==> src/rtl/mips_pipe_pkg.sv <==
// Shared types and constants for the MIPS fetch/decode pipeline boundary.
package mips_pipe_pkg;

   localparam logic [31:0] NOP = 32'h0000_0000;

   typedef struct packed {
      logic [31:0] instr;
      logic [31:0] pc;
      logic [31:0] pcplus4;
   } fetch_bundle_t;

   typedef enum logic {
      SKID_EMPTY = 1'b0,
      SKID_FULL  = 1'b1
   } skid_state_t;

endpackage

==> src/rtl/fetch_skid_slot.sv <==
// Single-entry holding register that catches a fetched instruction while decode is stalled.
module fetch_skid_slot
   import mips_pipe_pkg::*;
(
   input  logic          clk,
   input  logic          rst_n,
   input  logic          load,
   input  logic          unload,
   input  logic          clear,
   input  fetch_bundle_t din,
   output fetch_bundle_t dout,
   output logic          full
);

   skid_state_t   state;
   skid_state_t   state_next;
   fetch_bundle_t entry;

   // NOTE: sequential state uses non-blocking assignments so every flop samples pre-edge values.
   always_ff @(posedge clk or negedge rst_n) begin
      if (!rst_n) state <= SKID_EMPTY;
      else        state <= state_next;
   end

   // Load wins over unload: a simultaneous unload+load replaces the entry and stays FULL.
   always_comb begin
      // NOTE: default first, so no path through this block infers a latch.
      state_next = state;
      if (clear)       state_next = SKID_EMPTY;
      else if (load)   state_next = SKID_FULL;
      else if (unload) state_next = SKID_EMPTY;
   end

   // NOTE: the payload needs no reset; it is only ever read while state says FULL.
   always_ff @(posedge clk) begin
      if (load && !clear) entry <= din;
   end

   assign dout = entry;
   assign full = (state == SKID_FULL);

endmodule

==> src/rtl/if_id_skid_reg.sv <==
// IF/ID pipeline register with a one-entry skid slot, bubble counter and sticky overflow flag.
module if_id_skid_reg
   import mips_pipe_pkg::*;
#(
   parameter logic [31:0] NOP_INSTR = NOP,
   parameter logic [31:0] RESET_PC  = 32'h0000_0000,
   parameter int          CNT_W     = 32
) (
   input  logic             clk,
   input  logic             rst_n,
   input  logic [31:0]      InstrF,
   input  logic [31:0]      PCF,
   input  logic             FetchValidF,
   input  logic             StallD,
   input  logic             FlushD,
   output logic [31:0]      InstrD,
   output logic [31:0]      PCD,
   output logic [31:0]      PCPlus4D,
   output logic             ValidD,
   output logic             SkidFullF,
   output logic             OverflowErr,
   output logic [CNT_W-1:0] BubbleCount
);

   localparam logic [CNT_W-1:0] CNT_ONE = {{(CNT_W-1){1'b0}}, 1'b1};
   localparam logic [CNT_W-1:0] CNT_MAX = {CNT_W{1'b1}};

   fetch_bundle_t incoming;
   fetch_bundle_t skid_entry;
   fetch_bundle_t next_bundle;
   logic          skid_full;
   logic          skid_load;
   logic          skid_unload;
   logic          skid_clear;
   logic          decode_load;
   logic          decode_kill;
   logic          ovf_set;

   always_comb begin
      incoming.instr   = InstrF;
      incoming.pc      = PCF;
      incoming.pcplus4 = PCF + 32'd4;
   end

   fetch_skid_slot u_skid (
      .clk    (clk),
      .rst_n  (rst_n),
      .load   (skid_load),
      .unload (skid_unload),
      .clear  (skid_clear),
      .din    (incoming),
      .dout   (skid_entry),
      .full   (skid_full)
   );

   // Priority FlushD > StallD > advance; the skid entry is always older than the incoming one.
   always_comb begin
      skid_clear  = FlushD;
      skid_load   = 1'b0;
      skid_unload = 1'b0;
      decode_load = 1'b0;
      decode_kill = 1'b0;
      ovf_set     = 1'b0;
      next_bundle = incoming;
      if (FlushD) begin
         decode_kill = 1'b1;
      end else if (StallD) begin
         skid_load = FetchValidF && !skid_full;
         ovf_set   = FetchValidF && skid_full;
      end else if (skid_full) begin
         skid_unload = 1'b1;
         skid_load   = FetchValidF;
         decode_load = 1'b1;
         next_bundle = skid_entry;
      end else if (FetchValidF) begin
         decode_load = 1'b1;
      end else begin
         decode_kill = 1'b1;
      end
   end

   always_ff @(posedge clk or negedge rst_n) begin
      if (!rst_n) begin
         InstrD   <= NOP_INSTR;
         PCD      <= RESET_PC;
         PCPlus4D <= RESET_PC;
         ValidD   <= 1'b0;
      end else if (decode_load) begin
         InstrD   <= next_bundle.instr;
         PCD      <= next_bundle.pc;
         PCPlus4D <= next_bundle.pcplus4;
         ValidD   <= 1'b1;
      end else if (decode_kill) begin
         InstrD   <= NOP_INSTR;
         ValidD   <= 1'b0;
      end
   end

   always_ff @(posedge clk or negedge rst_n) begin
      if (!rst_n) begin
         BubbleCount <= '0;
         OverflowErr <= 1'b0;
      end else begin
         if (!ValidD && (BubbleCount != CNT_MAX)) BubbleCount <= BubbleCount + CNT_ONE;
         if (ovf_set) OverflowErr <= 1'b1;
      end
   end

   assign SkidFullF = skid_full;

endmodule

==> config.mk <==
export PLATFORM = sky130hd
export DESIGN_NAME = if_id_skid_reg
export DESIGN_NICKNAME = d
export VERILOG_FILES = /design/src/rtl/mips_pipe_pkg.sv /design/src/rtl/fetch_skid_slot.sv /design/src/rtl/if_id_skid_reg.sv
export SDC_FILE = /design/constraint.sdc
export NUM_CORES = 1
export LEC_CHECK = 0
export CORE_MARGIN = 10
export CORE_UTILIZATION = 51
export DETAILED_ROUTE_END_ITERATION = 12
export PLACE_DENSITY_LB_ADDON = 0.08
export SLEW_MARGIN = 20
export SYNTH_ARGS = -nofsm -noshare
export SYNTH_HDL_FRONTEND = slang
export SYNTH_SLANG_ARGS = --single-unit
==> constraint.sdc <==
create_clock -name clk -period 10.7 [get_ports clk]
set_clock_uncertainty 0.05 [all_clocks]
set_input_delay 2.14 -clock clk [delete_from_list [all_inputs] [get_ports clk]]
set_output_delay 2.14 -clock clk [all_outputs]
set_load 0.1 [all_outputs]
==> impl_metrics.env <==
export IMPL_power_density_mw_per_mm2=221
export IMPL_ys_flop_type="dfrtp_1"
export IMPL_dpl_hpwl_mm=16.6
export IMPL_fin_crit_sh=0.432
export IMPL_synth_nets=833
export IMPL_synth_area_leaders="dfrtp_1, edfxtp_1, nand2_1"
export IMPL_fin_util=0.684
export IMPL_synthTopCellsByCount="dfrtp_1, nand2_1, edfxtp_1"
export IMPL_placementRows=49
export IMPL_cp_top_family="buffers and inverters"
export IMPL_synth_edf_count=94
export IMPL_dieArea_mm2=0.0241
export IMPL_area_delta_synth_final_pct=31.8
export IMPL_cts_made_buffers=24
export IMPL_register_area_mm2=0.00605
export IMPL_yosysTopAreaCell="dfrtp_1"
export IMPL_synthMostInstantiatedCell="dfrtp_1"
export IMPL_clock_latency_ns=0.51
export IMPL_hp_class="flop to flop"
export IMPL_grt_max_degree=89
export IMPL_dp_cells=1156
export IMPL_slowest_delay_ns=1.26
export IMPL_criticalPathCategory="flop to primary output"
export IMPL_crit_chain="clkdlybuf4s50_1"
export IMPL_cts_setup_buffers=0
export IMPL_rsz0062_at_grt="false"
export IMPL_vdd_drop_max_v=0.000174
export IMPL_die_x_um=155
export IMPL_antenna_left=0
export IMPL_io_buffers=199
export IMPL_outcome="finished, final reports clean"
export IMPL_synth_top_area_frac=0.346
export IMPL_core_mm2=0.0180
export IMPL_worstPathRequired_ns=8.51
export IMPL_grt_pass1_vias=7070
export IMPL_hold_viol_final=0
export IMPL_ioPinCount=200
export IMPL_drv_slew=0
export IMPL_nNetsFinal=1025
export IMPL_maxCapViolations=0
export IMPL_slowest_stage="clkdlybuf4s50_1"
export IMPL_dr_pass1_iters=5
export IMPL_grt_pass1_wl_mm=39.4
export IMPL_num_fill_cells=1301
export IMPL_die_height_um=155
export IMPL_ctsHoldBuffers=0
export IMPL_final_layout_size_suffix_gt1_frac=0.0628
export IMPL_ys_types=54
export IMPL_clkTransAtPathRegs_ns=0.06
export IMPL_final_cells=1201
export IMPL_grt_usage=0.199
export IMPL_seq_area_frac_synth=0.649
export IMPL_clockRootBuffer="clkbuf_16"
export IMPL_antenna_found_initial=0
export IMPL_cts_resized=0
export IMPL_cts_tree="built"
export IMPL_cp_max_fo=16
export IMPL_cp_arrival_ns=2.43
export IMPL_drt_vias_per_instance=5.65
export IMPL_period_needed_ns=4.62
export IMPL_finalWirelength_mm=24.6
export IMPL_yosysWarningCount=0
export IMPL_synth_cell_area_mm2=0.00932
export IMPL_p_leak_nw=4.97
export IMPL_cp_num_buf_inv=1
export IMPL_max_freq_mhz=216
export IMPL_synth_area_per_cell_um2=12.2
export IMPL_place_gp_congestion=0.859
export IMPL_initial_core_util=0.519
export IMPL_yosys_register_bits=223
export IMPL_antennaDiodeCount=0
export IMPL_multi_input_area_mm2=0.00309
export IMPL_final_setup_tns_ns=0
export IMPL_end_kind="primary output"
export IMPL_grt_overflow_total=0
export IMPL_ys_async_sr_fraction=0.578
export IMPL_drtIter0Drc=512
export IMPL_htreeDepth=1
export IMPL_drc=0
export IMPL_power_mw=2.71
export IMPL_via_count=6790
export IMPL_cts_sinks=223
export IMPL_cts_buffer_depth=3
export IMPL_slew_headroom=0.246
export IMPL_setup_violations=0
export IMPL_startpoint_type="flop"
export IMPL_synth_cells=762
export IMPL_detail_route_wl_per_cell_um=20.5
export IMPL_tightest_slew_ns=1.13
==> area by class of cell <==
cell class | count | share of cell area
Inverter | 7 | 0.00214
Timing Repair Buffer | 207 | 0.169
Clock buffer | 36 | 0.0584
Sequential cell | 223 | 0.493
Multi-Input combinational cell | 491 | 0.252
Clock inverter | 8 | 0.00306
Tap cell | 229 | 0.0233
==> cell usage in the layout (no fill, tap or decap), types with 3 or more instances in the layout <==
master	n
clkbuf_1	6
buf_4	7
nand4_1	15
clkinv_1	5
a21oi_1	13
nand2_1	121
a221o_1	3
mux2i_1	24
nor3_1	15
a222oi_1	3
dfrtp_1	129
clkbuf_8	5
clkbuf_16	25
and3_1	11
xnor2_1	29
nor2_1	35
or2_1	4
o21ai_1	9
o31a_1	3
xor2_1	24
a22oi_1	32
clkdlybuf4s50_1	198
nor4_4	3
o21ai_0	39
edfxtp_1	94
and4_1	5
nor4_1	9
a22o_1	16
a21o_1	16
nand3_1	28
inv_1	7
==> worst min-delay path, stage by stage, from the launching register on <==
cell      delay [ns]
edfxtp_1        0.32
nand2_1         0.05
nand2_1         0.05
==> path summary, 6_finish.rpt <==
path	startpoint	endpoint	slack, ns	cells after the start
worst max-delay path	ValidD	ValidD	6.08	1
worst min-delay path	u_skid.dout[44]	PCD[12]	0.39	2
worst max register to register	BubbleCount[0]	BubbleCount[1]	8.05	6
worst min register to register	u_skid.dout[44]	PCD[12]	0.39	2
max in group asynchronous	rst_n	InstrD[22]	8.01	3
min in group asynchronous	rst_n	InstrD[30]	1.53	1
==> cell families (layout without fill, tap and decap cells) <==
group / count (synthesis) / after routing / synth area share
AOI/OAI and AO/OA: 141 / 141 / 0.102
xor gates and xnor gates: 53 / 53 / 0.0498
adders and majority gates: 2 / 2 / 0.00268
buffers and inverters: 48 / 258 / 0.0222
DFF: 223 / 223 / 0.649
muxes: 26 / 26 / 0.0286
and+or+nand+nor: 269 / 269 / 0.146
==> stage by stage <==
step | area [um^2] | worst slack [ns] | hold WS, ns
floorplan | 9320 | 0.837 | 0.365
global placement | 11500 | 6.06 | 0.375
detailed placement | 11500 | 5.97 | 0.383
CTS | 12300 | 6.10 | 0.392
global route | 12300 | 5.98 | 0.416
finish | 12300 | 6.08 | 0.394
==> state kept, by name, indices dropped and copies added, names as in the netlist <==
name	flops
u_skid.dout	94
BubbleCount	32
InstrD	32
PCD	32
PCPlus4D	30
OverflowErr	1
ValidD	1
u_skid.full	1
==> layer usage <==
metal	vias to the layer above	GRT usage	wire, um
met2	223	0.325	12000
met1	3372	0.263	10500
li1	3161	-	-
met4	0	0.0486	420
met3	34	0.0463	1670
met5	-	0	0
==> power breakdown <==
part,internal (mW),switching (mW),leakage [nW]
sequential,0.981,0.0664,2.55
combinational,0.209,0.668,2.05
clock,0.461,0.325,0.371
No activity file was read; power rests on OpenSTA's default activity.
